--- src/rtl/spi_pkg.sv ---
// -----------------------------------------------------------------------------
// spi_pkg
//
// Purpose : Shared definitions for the mode-0 SPI transmit master.
//           - spi_state_t     : the master's FSM state encoding
//           - SPI_DATA_W      : default frame length in bits
//           - SPI_CLK_DIV_DEF : default clk cycles per SCLK half-period
//           - spi_is_timed()  : true for the states whose length is set by
//                               the half-period tick
// Ports   : none (package)
// -----------------------------------------------------------------------------
package spi_pkg;

  // Default frame length in bits.
  localparam int SPI_DATA_W = 16;

  // Default number of clk cycles per SCLK half-period.
  localparam int SPI_CLK_DIV_DEF = 2;

  // Width of the half-period counter; covers the full 1..255 divider range.
  localparam int SPI_DIV_CNT_W = 8;

  // FSM states of the master.
  //   ST_IDLE  : waiting for start, CS_n high, SCLK low
  //   ST_SETUP : CS_n low, first bit on MOSI, SCLK low for one half-period
  //   ST_HIGH  : SCLK high half-period (MISO sampled on entry)
  //   ST_LOW   : SCLK low half-period (MOSI advanced on entry)
  //   ST_DONE  : one-cycle frame end, done pulse, rx_data updated
  typedef enum logic [2:0] {
    ST_IDLE  = 3'd0,
    ST_SETUP = 3'd1,
    ST_HIGH  = 3'd2,
    ST_LOW   = 3'd3,
    ST_DONE  = 3'd4
  } spi_state_t;

  // States whose duration is measured in SCLK half-periods.
  function automatic logic spi_is_timed(input spi_state_t s);
    return (s == ST_SETUP) || (s == ST_HIGH) || (s == ST_LOW);
  endfunction

endpackage

--- src/rtl/spi_half_tick.sv ---
// -----------------------------------------------------------------------------
// spi_half_tick
//
// Purpose : Half-period timer for the SPI master. While en is high it emits a
//           one-cycle tick every CLK_DIV clk cycles. The counter restarts from
//           zero whenever en is low and after every tick; the master changes
//           state only on a tick (or while en is low), so the count restarts
//           on each state change and every timed state lasts exactly CLK_DIV
//           cycles.
//
// Parameters:
//   CLK_DIV : clk cycles per tick, 1..255
//
// Ports:
//   clk  in   system clock, rising edge
//   rst  in   asynchronous reset, active-high
//   en   in   count enable (high while the master is in a timed state)
//   tick out  one-cycle pulse on the last cycle of each half-period
// -----------------------------------------------------------------------------
module spi_half_tick
  import spi_pkg::*;
#(
  parameter int CLK_DIV = SPI_CLK_DIV_DEF
) (
  input  logic clk,
  input  logic rst,
  input  logic en,
  output logic tick
);

  // Terminal count: the tick is raised on the CLK_DIV-th cycle of a phase.
  localparam logic [SPI_DIV_CNT_W-1:0] DIV_LAST = SPI_DIV_CNT_W'(CLK_DIV - 1);

  logic [SPI_DIV_CNT_W-1:0] cnt_reg;
  logic [SPI_DIV_CNT_W-1:0] cnt_next;

  // Combinational tick from the registered count, so the FSM can act on the
  // same edge that ends the half-period. With CLK_DIV=1 the tick is simply en.
  assign tick = en && (cnt_reg == DIV_LAST);

  always_comb begin
    cnt_next = cnt_reg + SPI_DIV_CNT_W'(1);
    if (!en || tick) begin
      cnt_next = '0;
    end
  end

  always_ff @(posedge clk or posedge rst) begin
    if (rst) begin
      cnt_reg <= '0;
    end else begin
      cnt_reg <= cnt_next;
    end
  end

endmodule

--- src/rtl/spi_master_mode0_tx.sv ---
// -----------------------------------------------------------------------------
// spi_master_mode0_tx
//
// Purpose : SPI master, mode 0 (CPOL=0, CPHA=0), MSB first. A start pulse in
//           IDLE latches tx_data and runs one frame of DATA_W bits:
//             SETUP (CLK_DIV cycles, SCLK low, first bit on MOSI)
//             HIGH/LOW pairs (CLK_DIV cycles each) x DATA_W
//             DONE (1 cycle, done pulse)
//           MISO is sampled on each SCLK rising edge, MOSI changes on each
//           falling edge. busy covers SETUP through DONE:
//           (2*DATA_W+1)*CLK_DIV+1 cycles. With start held high, frames run
//           back to back with CS_n high for DONE plus one IDLE cycle.
//
// Configuration macro:
//   SPI_MISO_RX_EN : when defined, MISO is shifted into an rx register and
//                    presented on rx_data in the DONE cycle. When undefined,
//                    there is no receive path, MISO is ignored and rx_data is
//                    constant 0. Transmit timing is the same in both builds.
//
// Parameters:
//   CLK_DIV : clk cycles per SCLK half-period, 1..255
//   DATA_W  : frame length in bits (>= 2)
//
// Ports:
//   clk      in   system clock, rising edge
//   rst      in   asynchronous reset, active-high
//   start    in   frame request, sampled only in IDLE
//   tx_data  in   frame to send, MSB first (latched at acceptance)
//   MISO     in   serial data from the slave
//   SCLK     out  serial clock, idles low
//   MOSI     out  serial data to the slave, 0 when idle
//   CS_n     out  chip select, active-low
//   busy     out  high from frame acceptance through the DONE cycle
//   done     out  one-cycle pulse at frame end
//   rx_data  out  last frame captured from MISO
// -----------------------------------------------------------------------------
module spi_master_mode0_tx
  import spi_pkg::*;
#(
  parameter int CLK_DIV = SPI_CLK_DIV_DEF,
  parameter int DATA_W  = SPI_DATA_W
) (
  input  logic              clk,
  input  logic              rst,
  input  logic              start,
  input  logic [DATA_W-1:0] tx_data,
  input  logic              MISO,
  output logic              SCLK,
  output logic              MOSI,
  output logic              CS_n,
  output logic              busy,
  output logic              done,
  output logic [DATA_W-1:0] rx_data
);

  // Bit counter must be able to hold DATA_W itself (value after last LOW).
  localparam int CNT_W = $clog2(DATA_W + 1);
  localparam logic [CNT_W-1:0] LAST_BIT = CNT_W'(DATA_W);

  // ---------------------------------------------------------------------------
  // State and datapath registers
  // ---------------------------------------------------------------------------
  spi_state_t        state_reg;
  logic [DATA_W-1:0] tx_shift_reg;
  logic [CNT_W-1:0]  bit_cnt_reg;
  logic              sclk_reg;
  logic              cs_n_reg;
  logic              busy_reg;
  logic              done_reg;

`ifdef SPI_MISO_RX_EN
  logic [DATA_W-1:0] rx_shift_reg;
  logic [DATA_W-1:0] rx_data_reg;
`endif

  // Half-period tick, enabled only in the timed states.
  logic half_en;
  logic half_tick;

  assign half_en = spi_is_timed(state_reg);

  spi_half_tick #(
    .CLK_DIV (CLK_DIV)
  ) u_half_tick (
    .clk  (clk),
    .rst  (rst),
    .en   (half_en),
    .tick (half_tick)
  );

  // ---------------------------------------------------------------------------
  // Frame FSM
  //
  // MOSI is the MSB of the tx shift register. The register is loaded at
  // acceptance and shifted left with zero fill once per bit, so after the
  // last bit it is all zeros again; this is what keeps MOSI low in DONE and
  // IDLE without any extra output register.
  // ---------------------------------------------------------------------------
  always_ff @(posedge clk or posedge rst) begin
    if (rst) begin
      state_reg    <= ST_IDLE;
      tx_shift_reg <= '0;
      bit_cnt_reg  <= '0;
      sclk_reg     <= 1'b0;
      cs_n_reg     <= 1'b1;
      busy_reg     <= 1'b0;
      done_reg     <= 1'b0;
`ifdef SPI_MISO_RX_EN
      rx_shift_reg <= '0;
      rx_data_reg  <= '0;
`endif
    end else begin
      // done is a single-cycle pulse; only the LOW->DONE transition sets it.
      done_reg <= 1'b0;

      case (state_reg)
        ST_IDLE: begin
          sclk_reg <= 1'b0;
          cs_n_reg <= 1'b1;
          busy_reg <= 1'b0;
          if (start) begin
            state_reg    <= ST_SETUP;
            tx_shift_reg <= tx_data;
            bit_cnt_reg  <= '0;
            cs_n_reg     <= 1'b0;
            busy_reg     <= 1'b1;
          end
        end

        ST_SETUP: begin
          if (half_tick) begin
            // First rising edge: sample MISO as SCLK goes high.
            state_reg <= ST_HIGH;
            sclk_reg  <= 1'b1;
`ifdef SPI_MISO_RX_EN
            rx_shift_reg <= {rx_shift_reg[DATA_W-2:0], MISO};
`endif
          end
        end

        ST_HIGH: begin
          if (half_tick) begin
            // Falling edge: advance MOSI to the next bit.
            state_reg    <= ST_LOW;
            sclk_reg     <= 1'b0;
            tx_shift_reg <= {tx_shift_reg[DATA_W-2:0], 1'b0};
            bit_cnt_reg  <= bit_cnt_reg + CNT_W'(1);
          end
        end

        ST_LOW: begin
          if (half_tick) begin
            if (bit_cnt_reg == LAST_BIT) begin
              // All bits clocked out: release CS_n and report the frame.
              state_reg <= ST_DONE;
              cs_n_reg  <= 1'b1;
              done_reg  <= 1'b1;
`ifdef SPI_MISO_RX_EN
              rx_data_reg <= rx_shift_reg;
`endif
            end else begin
              // Next rising edge: sample MISO as SCLK goes high.
              state_reg <= ST_HIGH;
              sclk_reg  <= 1'b1;
`ifdef SPI_MISO_RX_EN
              rx_shift_reg <= {rx_shift_reg[DATA_W-2:0], MISO};
`endif
            end
          end
        end

        ST_DONE: begin
          // start is deliberately not looked at here; a held start is picked
          // up in the following IDLE cycle.
          state_reg <= ST_IDLE;
          busy_reg  <= 1'b0;
          sclk_reg  <= 1'b0;
          cs_n_reg  <= 1'b1;
        end

        default: begin
          state_reg <= ST_IDLE;
          sclk_reg  <= 1'b0;
          cs_n_reg  <= 1'b1;
          busy_reg  <= 1'b0;
        end
      endcase
    end
  end

  // ---------------------------------------------------------------------------
  // Outputs (all come straight from registers)
  // ---------------------------------------------------------------------------
  assign SCLK = sclk_reg;
  assign MOSI = tx_shift_reg[DATA_W-1];
  assign CS_n = cs_n_reg;
  assign busy = busy_reg;
  assign done = done_reg;

`ifdef SPI_MISO_RX_EN
  assign rx_data = rx_data_reg;
`else
  // No receive path in this build: MISO is intentionally left unconnected.
  logic unused_miso;
  assign unused_miso = MISO;
  assign rx_data     = '0;
`endif

endmodule

--- config.mk ---
export PLATFORM = sky130hd
export DESIGN_NAME = spi_master_mode0_tx
export DESIGN_NICKNAME = d
export VERILOG_FILES = /design/src/rtl/spi_pkg.sv /design/src/rtl/spi_half_tick.sv /design/src/rtl/spi_master_mode0_tx.sv
export SDC_FILE = /design/constraint.sdc
export NUM_CORES = 1
export LEC_CHECK = 0
export CORE_MARGIN = 3
export CORE_UTILIZATION = 51
export DETAILED_ROUTE_END_ITERATION = 12
export PLACE_DENSITY = 0.8
export SETUP_SLACK_MARGIN = 0.3
export SYNTH_ARGS = -nofsm -noshare
export SYNTH_HDL_FRONTEND = slang
export SYNTH_HIERARCHICAL = 1
export SYNTH_SLANG_ARGS = --single-unit
--- constraint.sdc ---
create_clock -name clk -period 3.8 [get_ports clk]
set_clock_uncertainty 0.2 [all_clocks]
set_input_delay 0.38 -clock clk [delete_from_list [all_inputs] [get_ports clk]]
set_output_delay 0.38 -clock clk [all_outputs]
set_load 0.005 [all_outputs]
; Yosys cells after proc, flatten, opt, wreduce, memory -nomap -nowiden
; Index checks and enable logic that the tools add are counted.
[word_totals]
output_inout_bits = 21
elab_cells = 62
in_bits = 20
ff_bits = 36
[classes]
reduce_logical = 13
n_bitwise = 1
n_eq_ne = 11
mux = 27
n_addsub = 2
[ops]
columns = op, n
row1 = $mux W16, 2
row2 = $pmux W16 S2, 1
row3 = $mux W3, 5
row4 = $pmux W3 S4, 1
row5 = $mux W1, 11
row6 = $mux W5, 2
row7 = $pmux W5 S2, 1
row8 = $add A8 B1 Y8 const B, 1
row9 = $eq A8 B1 Y1 const B, 1
row10 = $mux W8, 1
row11 = $ne A2 B1 Y1 const B, 4
row12 = $reduce_and A4 Y1, 2
row13 = $eq A3 B2 Y1 const B, 2
row14 = $pmux W1 S3, 2
row15 = $reduce_and A3 Y1, 2
row16 = $add A5 B1 Y5 const B, 1
row17 = $eq A5 B5 Y1 const B, 1
row18 = $ne A2 B2 Y1 const B, 2
row19 = $eq A3 B1 Y1 const B, 1
row20 = $logic_not A3 Y1, 1
row21 = $logic_or A1 B1 Y1, 3
row22 = $reduce_or A3 Y1, 1
row23 = $pmux W1 S2, 1
row24 = $reduce_bool A2 Y1, 1
row25 = other kinds (4), 4

; Depth between registers and ports, before layout
; Gate-level depths: netlist (run 1).
[depth]
ltp_word = 6
mapped_depth = 11
depth_no_buf = 7

; Modules after synthesis
; The synthesis (run 1) kept the hierarchy.
[by_module_without_submodules]
columns = mod, seq_area_each_um2, n_inst, area_each_um2, cells_per_inst
row1 = spi_master_mode0_tx, 701.9, 1, 1556.5, 134
row2 = spi_half_tick, 200.2, 1, 405.4, 41

; Worst setup path after synthesis (run 1)
; OpenSTA, ideal clock, no wires.
[synth_path]
kind = register to register
start = register state_reg[0]
end = register tx_shift_reg[15]
setup_time_ns = 0.125
path_stages_with_launch = 12
t_required_ns = 3.475
synth_period_minus_slack_ns = 2.793
n_path_buf = 4
path_slack_ns = 1.007
arrival_ns = 2.468
path_cell_list = dfrtp_1 -> buf_6 -> clkbuf_1 -> nor2_1 -> nor2_1 -> inv_1 -> nor3_1 -> buf_2 -> mux2i_2 -> nor3_4 -> buf_2 -> mux2_2
[synth_between]
elab_chain_cells = 6
word_cells_on_any_way = 12
classes_between = eq/ne: 5 / mux: 1 / reduce/logical: 6
[synth_rtl]
columns = item, line_no
row1 = "start, declared", spi_master_mode0_tx.sv:63  ; spi_state_t state_reg;
row2 = "start signal, assigned", spi_master_mode0_tx.sv:101  ; state_reg <= ST_IDLE;
row3 = "start signal, assigned", spi_master_mode0_tx.sv:122  ; state_reg <= ST_SETUP;
row4 = "start signal, assigned", spi_master_mode0_tx.sv:133  ; state_reg <= ST_HIGH;
row5 = $eq A3 B1 Y1 or $eq A3 B2 Y1 (tied branches), spi_pkg.sv:39  ; return (s == ST_SETUP) || (s == ST_HIGH) || (s == ST_LOW);
row6 = $logic_or A1 B1 Y1, spi_pkg.sv:39
row7 = $logic_or A1 B1 Y1 *, spi_pkg.sv:39
row8 = named net half_en, spi_master_mode0_tx.sv:77  ; logic half_en;
row9 = $logic_and A1 B1 Y1 *, spi_half_tick.sv:39  ; assign tick = en && (cnt_reg == DIV_LAST);
row10 = named net half_tick, spi_master_mode0_tx.sv:78  ; logic half_tick;
row11 = $ne A2 B1 Y1 (no source line) *, --
row12 = $reduce_and A3 Y1 (no source line) *, --
row13 = "end signal, assigned", spi_master_mode0_tx.sv:123  ; tx_shift_reg <= tx_data;
row14 = "end signal, assigned", spi_master_mode0_tx.sv:146  ; tx_shift_reg <= {tx_shift_reg[DATA_W-2:0], 1'b0};
row15 = "end, declared", spi_master_mode0_tx.sv:64  ; logic [DATA_W-1:0] tx_shift_reg;
; The timed path passes the listed nets; every way through them passes the cells marked *.
; A chain may end at the register's enable or synchronous reset.

; Worst setup path in the final report (run 1)
[layout_path]
start = register u_half_tick.cnt_reg[1]
end = register tx_shift_reg[10]
[layout_between]
elab_chain_cells = 4
[layout_rtl]
columns = item, line_no
row1 = "start, declared", spi_half_tick.sv:34  ; logic [SPI_DIV_CNT_W-1:0] cnt_reg;
row2 = "start signal, assigned", spi_half_tick.sv:52  ; cnt_reg <= cnt_next;
row3 = $eq A8 B1 Y1, spi_half_tick.sv:39
row4 = $logic_and A1 B1 Y1, spi_half_tick.sv:39
row5 = named net half_tick, spi_master_mode0_tx.sv:78
row6 = $ne A2 B1 Y1 (no source line), --
row7 = $reduce_and A3 Y1 (no source line), --
; The timed path passes the listed nets, and every way through them passes these cells.

==> flow_summary.json, run 1 <==
{
  "status": "completed",
  "synth_area_leader_cell": "dfrtp_1",
  "r2r_slack_ps": 750,
  "yosys.area_share.simple_pct": 13.9,
  "combPwrFrac_pct": 39.1,
  "vias": 1294,
  "syn_area_um2": 1960,
  "synth_top_area_share_pct": 44.6,
  "hold_viol": 0,
  "period_needed_ps": 3050,
  "synth_top_family_by_area": "multiplexers",
  "min_path_type": "input port to asynchronous set/reset pin",
  "synthArstFlopShare_pct": 100,
  "post-cts-setup-buffers": 0,
  "synth-xor-area-share_pct": 1.34,
  "synth_commonest_cells": "dfrtp_1 (35), mux2_2 (31), buf_4 (17), inv_1 (10), nor2_1 (10)",
  "initial_core_util_pct": 55.7,
  "die_x_um": 68.0,
  "synth_fa_ha_area_share_pct": 2.55,
  "synth.area.mux_share_pct": 18.5,
  "start_kind": "register",
  "power_density_nw_per_um2": 715,
  "sequentialPowerShare_pct": 40.8,
  "slew_violations": 0,
  "yosysWarnings": 6,
  "tightest_slew_ps": 1030,
  "setup_tns_ps": 0,
  "die_area_um2": 4630,
  "worst_setup_path_end_kind": "register",
  "clockPowerShare_pct": 20.1,
  "grt_pass1_wl_mm": 5.64,
  "dp_hpwl_mm": 2.59,
  "h-tree-depth": 2,
  "setup_viol": 0,
  "synthFlopType": "dfrtp_1",
  "ir_drop_v": 0.000397,
  "synth_most_common_cell": "dfrtp_1",
  "core.rowCount": 21,
  "cts_tree": "done",
  "ys_seq_area_share_pct": 46.0,
  "postRouteAntennaNets": 0,
  "p_switching_uw": 529,
  "path_class": "register to register",
  "period_share_pct": 80.1,
  "cts.sinks": 36,
  "syn-instance-count": 175,
  "synth_compound_area_share_pct": 7.46,
  "worst_ep_required_time_ps": 3770,
  "first_iter_violations": 34,
  "portBuffers": 23,
  "clkTransAtPathRegs_ps": 70,
  "via_per_inst": 5.24,
  "clockRootBuffer": "clkbuf_8",
  "syn_to_final_growth_pct": 16.2,
  "drt_pre_antenna_iters": 4,
  "die_height_um": 68.0,
  "rsz0062_at_grt": "false",
  "clk_path_buf_depth": 2,
  "synth_seq_cells": 36,
  "routed_wl_mm": 3.40,
  "gp_congestion": 0.842,
  "fmax_mhz": 328,
  "fin_ws_ps": 755,
  "insertion_delay_ps": 290,
  "yosys-top-cells-area": "dfrtp_1 (45%), mux2_2 (18%), buf_4 (6.5%)",
  "diodes": 0,
  "preCtsSetupSlack_ps": 780,
  "grt_pass1_vias": 1261,
  "max_cap_viol_count": 0,
  "syn_avg_cell_area_um2": 11.2,
  "drc": 0,
  "antenna_found_initial": 0,
  "grt_max_degree": 29,
  "swShare_pct": 32.5,
  "maxSlewHeadroom_pct": 31.0,
  "p_int_uw": 1100,
  "largest_register_ffs": 16,
  "cp.arrival_ps": 3020,
  "coreArea_um2": 3520,
  "wl_per_cell_um": 13.8,
  "synth_enable_flop_cells": 0,
  "cts_resized": 0,
  "num_io_pins": 41,
  "cts_buffers": 5,
  "finalNetCount": 224,
  "p_leak_uw": 0.000975,
  "drive_gt1_share_pct": 24.9,
  "track_usage_pct": 16.7,
  "yosys.cell_types.count": 38,
  "holdBufCountCts": 0,
  "grt.overflow.total": 0,
  "crit_path_max_fanout": 17
}
## critical path: stages (launching register included)
cell and delay [ps]:
dfrtp_1 420, inv_1 80, ha_1 140, or4b_4 480, nor3_1 330, mux2i_2 230
nor3_4 640, mux2_2 420
## layout by cell type, fill, tap and decap left out
master,instances
nand4_1,3
bufinv_16,1
a21oi_1,8
ha_1,4
xor2_1,2
nor3b_2,1
dfstp_2,1
o31ai_1,1
nand2_1,5
clkinv_2,1
or3b_4,1
o32ai_1,1
mux2i_2,1
or4_1,1
conb_1,16
mux2_2,31
nor2_1,10
or4b_4,1
nand3_1,5
o21ai_0,7
nor2b_1,2
nor4bb_1,3
a22o_1,1
clkinvlp_4,1
clkdlybuf4s50_1,23
inv_1,10
dfrtp_1,35
a21o_1,2
nor3_4,1
nor4_1,1
o21ai_4,1
xnor2_1,1
a211oi_1,2
or3_1,5
nor4b_2,1
clkbuf_8,5
nor3_1,2
and2_1,1
buf_4,3
## worst paths after layout
path / startpoint / endpoint / cells after the start
worst max-delay path: u_half_tick/cnt_reg[1]$_DFF_PP0_ / tx_shift_reg[10]$_DFFE_PP0P_ / 7
worst min-delay path: rst / u_half_tick/cnt_reg[4]$_DFF_PP0_ / 2
worst max register to register: u_half_tick/cnt_reg[1]$_DFF_PP0_ / tx_shift_reg[10]$_DFFE_PP0P_ / 7
worst min register to register: busy$_DFFE_PP0N_ / busy$_DFFE_PP0N_ / 1
max in group asynchronous: rst / busy$_DFFE_PP0N_ / 2
min in group clk: busy$_DFFE_PP0N_ / busy$_DFFE_PP0N_ / 1
## per-stage QoR
step           hold slack (ps)  area [µm²]  instances  util [%]  total power [µW]
2_1_floorplan            -4.34        2020        190         -              1180
3_3_place_gp               266        2170        239      61.6              1260
3_5_place_dp               275        2170        239      61.6              1320
4_1_cts                    169        2280        247      64.7              1650
5_1_grt                    178        2280        247      64.7              1760
6_report                   161        2280        247      64.7              1630
## cell type report
class,count,area (µm²)
Multi-Input combinational cell,121,918
Inverter,10,37.5
Timing Repair Buffer,26,253
Tap cell,46,57.6
Sequential cell,36,902
Clock inverter,3,42.5
Fill cell,293,1240
Clock buffer,5,68.8
## metal layers
layer	share of wire (%)	track usage [%]
met1	41	19.9
met2	53	28.5
met3	4.8	5.09
met4	1.1	5.46
met5	0	0
## power by group through the flow
stage                     combinational [µW]  clock [µW]  sequential, µW
final                                    637         328             665
after CTS                                647         335             666
after global routing                     713         357             689
after global placement                   604           0             659
after floorplan                          537           0             644
after detailed placement                 647           0             673
## cell families (layout without fill, tap and decap cells)
group                    after synthesis  count (layout)
XOR/XNOR                               3               3
adder cells (fa/ha/maj)                4               4
other                                  1              16
flip-flops                            36              36
buffers and inverters                 33              44
AO/OA/AOI/OAI                         23              23
AND/OR/NAND/NOR                       43              43
multiplexers                          32              32
No activity file was read; power rests on OpenSTA's default activity.
==> run 2, diff against run 1 <==
- CORE_UTILIZATION: 51 -> 46
- PLACE_DENSITY: 0.8 -> 0.76
- clock period: 3.8 -> 2.8 ns (I/O delays scaled with it)
==> flow_summary.json, run 2 (synthesis gave the netlist of run 1 again) <==
{
  "drive_gt1_share_pct": 31.8,
  "holdWs_ps": 79.7,
  "status": "completed",
  "num_io_pins": 41,
  "design_area_um2": 2460,
  "gp_congestion": 0.783,
  "fin_util_pct": 60.7,
  "portBuffers": 23,
  "p_int_uw": 1570,
  "drc": 0,
  "tightest_slew_ps": 666,
  "setup_viol": 0,
  "combPwrFrac_pct": 46.0,
  "clockRootBuffer": "clkbuf_8",
  "start_kind": "register",
  "hold_viol": 0,
  "multiInputGateArea_um2": 978,
  "die_height_um": 71.3,
  "min_path_type": "input port to asynchronous set/reset pin",
  "insertion_delay_ps": 290,
  "max_cap_viol_count": 0,
  "grt_max_degree": 29,
  "period_needed_ps": 2410,
  "first_iter_violations": 45,
  "coreArea_um2": 4060,
  "finalNetCount": 237,
  "grt.overflow.total": 0,
  "clockPowerShare_pct": 16.1,
  "clkTransAtPathRegs_ps": 70,
  "crit_top_cell": "nor3_4",
  "path_class": "register to register",
  "critPathMaxStageDelay_ps": 480,
  "drt_pre_antenna_iters": 6,
  "setup_tns_ps": 0,
  "largest_register_ffs": 16,
  "cp_slowest_cell": "or4b_4",
  "place_area_um2": 2270,
  "cp.arrival_ps": 2370,
  "p_total_uw": 2310,
  "seqCellArea_um2": 903,
  "path_cells": "inv_1 > ha_1 > or4b_4 > nor3_4 > mux2i_4 > nor3_4 > buf_4 > buf_12 > mux2_2",
  "ir_drop_v": 0.000423,
  "die_x_um": 71.3,
  "via_per_inst": 5.09,
  "sequentialPowerShare_pct": 37.9,
  "slew_violations": 0,
  "final_common_cell": "dfrtp_1",
  "cts_buffers": 5,
  "routed_wl_mm": 3.54,
  "h-tree-depth": 2,
  "antenna_found_initial": 0,
  "initial_core_util_pct": 48.4,
  "power_density_nw_per_um2": 939,
  "period_share_pct": 85.9,
  "grt_pass1_vias": 1273,
  "rsz0062_at_grt": "true",
  "crit_path_max_fanout": 8,
  "p_switching_uw": 743,
  "holdBufCountCts": 0,
  "diodes": 0,
  "syn_to_final_growth_pct": 25.5,
  "track_usage_pct": 14.9,
  "dp_hpwl_mm": 2.48,
  "p_leak_uw": 0.00108,
  "cts.sinks": 36,
  "layout_common_cells": "dfrtp_1 (34), mux2_2 (23), clkdlybuf4s50_1 (23)",
  "crit_family": "simple AND/OR/NAND/NOR gates",
  "grt_pass1_wl_mm": 5.89,
  "clk_path_buf_depth": 2,
  "die_area_um2": 5080,
  "postRouteAntennaNets": 0,
  "worst_ep_required_time_ps": 2770,
  "fillCellCount": 324,
  "core.rowCount": 23,
  "wl_per_cell_um": 13.4,
  "cts_tree": "done",
  "vias": 1345,
  "maxSlewHeadroom_pct": 55.0,
  "cp_num_buf_inv": 3,
  "worst_setup_path_end_kind": "register",
  "fmax_mhz": 416,
  "swShare_pct": 32.1
}
[run 2: area by class of cell]
type                       instances  area share, %
timing repair buffer              39           15.8
multi-input combinational        121           39.7
inverter                          10           1.52
tap                               50           2.54
clock buffer                       6           3.35
clock inverter                     2          0.407
sequential                        36           36.7
[run 2: what timing repair did]
action                     CTS  global route
resized for setup            2             2
buffers inserted             7             0
pin swaps                    2             1
setup endpoints to repair   15            17
cloned                       1             0
[run 2: power by group through the flow]
stage / clock network (µW) / registers (µW) / logic, µW
finish: 373 / 876 / 1060
global route: 412 / 907 / 1180
CTS: 390 / 878 / 1070
detailed placement: 0 / 899 / 965
global placement: 0 / 890 / 933
floorplan: 0 / 878 / 803
[run 2: worst reg2reg max path, delay by kind of cell (launching register included)]
family,cells,cell delay [ps]
AND/OR/NAND/NOR,3,810
multiplexers,2,470
flip-flops,1,370
buffers and inverters,3,330
adder cells (fa/ha/maj),1,120
[run 2: worst paths after layout]
kind / startpoint / to / slack, ps / depth (start not counted)
setup / recovery: u_half_tick/cnt_reg[1]$_DFF_PP0_ / tx_shift_reg[11]$_DFFE_PP0P_ / 390 / 9
hold / removal: rst / u_half_tick/cnt_reg[5]$_DFF_PP0_ / 80 / 2
setup reg to reg: u_half_tick/cnt_reg[1]$_DFF_PP0_ / tx_shift_reg[11]$_DFFE_PP0P_ / 390 / 9
hold reg to reg: tx_shift_reg[12]$_DFFE_PP0P_ / tx_shift_reg[12]$_DFFE_PP0P_ / 310 / 1
max in group asynchronous: rst / CS_n$_DFFE_PP1P_ / 1880 / 3
min in group clk: tx_shift_reg[12]$_DFFE_PP0P_ / tx_shift_reg[12]$_DFFE_PP0P_ / 310 / 1
[run 2: stage by stage]
stage,std cells,setup slack (ps)
global route,264,286
finish,264,394
detailed placement,248,206
CTS,264,318
global placement,248,243
floorplan,190,223
[run 2: per-layer routing]
metal | up-vias | wire, µm | track usage (%)
li1 | 659 | - | -
met1 | 658 | 1610 | 20.3
met2 | 24 | 1730 | 22.9
met3 | 4 | 161 | 3.93
met4 | 0 | 38 | 5.64
met5 | - | 0 | 0
==> RTL edit: new RTL, config.mk and constraints of run 1 <==
The option `SPI_MISO_RX_EN` is turned on by a define.
--- a/src/rtl/spi_master_mode0_tx.sv
+++ b/src/rtl/spi_master_mode0_tx.sv
@@ -36,2 +36,4 @@
 // -----------------------------------------------------------------------------
+`define SPI_MISO_RX_EN
+
 module spi_master_mode0_tx
Function: same outputs for any inputs over 10 cycles, from zero or initial values and one cycle with rst high; that may be too few to reach the edited logic, so the function may still have changed.
==> RTL edit against run 1 <==
  * Utilization rose by 2.9 points
  * Total power rose by 53%
  * Global-route usage rose by 2.4 points
  * Worst setup slack improved by 3.6 ps
  * Sequential cell count rose by 32
  * Routed wire length rose by 62%
  * Critical path depth did not move
  * Synthesized area rose by 50%
  * Die area rose by 45%
  * Design area rose by 58%
  * Count of clock-buffer cells in the layout rose by 7
  * Critical endpoint is now bit_cnt_reg[0]$_DFFE_PP0P_
  * Largest cell class is now sequential cells
  * Highest routed layer unchanged
==> RTL edit: results (changes against run 1) <==
| Metric | Value |
|---|---|
| Status | completed |
| Multi-input gates | 147 (+21%) |
| Slowest stage delay, CP | 590 ps (-50 ps) |
| CTS buffer count | 9 (+4) |
| Met2 Use GR | 0.2940 (+0.008824) |
| Global-route wire length before repair | 9432 um (+67%) |
| GR Layer Usage met1 | 0.2450 (+0.04601) |
| NonClk Buf Share | 0.1193 (+0.008453) |
| Buffers on Ports | 40 (+74%) |
| Fillers | 432 (+47%) |
| Via count | 1,920 (+48%) |
| Area of the multi-input gates | 1146 um^2 (+25%) |
| Worst-Margin Slew | 839.5 ps (-194.7 ps) |
| Initial drt markers | 85 (+150%) |
| Met3 global-route usage | 0.05921 (+0.008307) |
| Non-clock buffers | 44 (+69%) |
| Unique cell type count in the Yosys netlist | 33 (-13%) |
| Vias in the first global route | 1,986 (+57%) |
| Seq pwr | 1.12 mW (+68%) |
| Register area | 1703 um^2 (+89%) |
| H-tree Lvls | 3 (+1) |
| Hold Path Class | in -> async |
| Clk tree area frac | 0.05619 (+0.007344) |
| CP max stage cell | and2_1 |
| Worst VDD drop | 0.0004101 V (+3.4%) |
| Synth top area cells | dfrtp_1 (57%), mux2_2 (13%), mux2i_1 (6.1%) |
| Cell family with most CP delay | simple AND/OR/NAND/NOR gates |
| Clock buffers | 12 (+7) |
| Combinational cell power | 770 uW (+21%) |
| Final GP Congestion | 0.7675 (-8.9%) |
| Area-dominant class | sequential cells |
| Share of cells above drive strength 1 | 0.2175 (-0.03121) |
| Pin count of the biggest net entering global routing | 32 (+10%) |
| Crit. Startpoint | u_half_tick/cnt_reg[1]$_DFF_PP0_ |
| Routed WL | 5521 um (+62%) |
| Most frequent cells after synthesis | dfrtp_1 (67), a21oi_1 (34), mux2_2 (33) |
| Lkg Pwr | 1.714 nW (+76%) |
| CP Max Fanout | 18 (+1) |
| GRT Total Usage | 0.1904 (+0.02365) |
| NumNets Final | 304 (+36%) |
| #FFs+latches synth | 68 (+89%) |
| Combinational Power Share | 0.309 (-0.082) |
| R2R Setup Slk | 760 ps |
| Worst-skew pair later-pin latency | 330 ps (+40 ps) |
| Post-synthesis sequential area ratio | 0.5801 (+0.1203) |
| Internal power | 1.665 mW (+51%) |
| Post-DP HPWL | 3527 um (+36%) |
-- RTL edit: cell types whose count changed after synthesis, moves of 5 or more --
cell and change:
buf_2 +5, dfrtp_1 +32, a21oi_1 +26, buf_4 -17
mux2i_1 +18
-- RTL edit: cell families (layout without fill, tap and decap cells) --
logic type,Yosys count,count (layout),share of synthesized area
AO/OA/AOI/OAI,48,48,0.08867
flip-flops,68,68,0.5801
buffers and inverters,20,70,0.03112
AND/OR/NAND/NOR,41,41,0.08610
XOR/XNOR,3,3,0.008953
multiplexers,51,51,0.1880
adder cells (fa/ha/maj),4,4,0.01705
-- RTL edit: final timing paths --
| kind | end | cells past startpoint |
|---|---|---|
| max in group asynchronous | CS_n$_DFFE_PP1P_ | 3 |
| setup reg to reg | bit_cnt_reg[0]$_DFFE_PP0P_ | 7 |
| setup / recovery | bit_cnt_reg[0]$_DFFE_PP0P_ | 7 |
| hold / removal | u_half_tick/cnt_reg[4]$_DFF_PP0_ | 2 |
| hold reg to reg | bit_cnt_reg[4]$_DFFE_PP0P_ | 1 |
| min in group clk | bit_cnt_reg[4]$_DFFE_PP0P_ | 1 |
-- RTL edit: stage by stage --
stage	cell area, um^2	worst slack (ps)	utilization	instances	hold slack, ps
after floorplan	2935	917.9	-	235	-4.342
after global placement	3400	721.3	0.6372	339	267.3
after detailed placement	3400	578.1	0.6372	339	284.3
after CTS	3602	526.8	0.6752	355	155.4
after global routing	3607	557.0	0.6761	355	193.0
final	3607	758.1	0.6761	355	167.1
-- RTL edit: routing by layer --
metal	routed length, um	up-vias
met5	0	-
met4	147	0
met3	170	11
met2	2728	44
met1	2474	936
li1	-	929
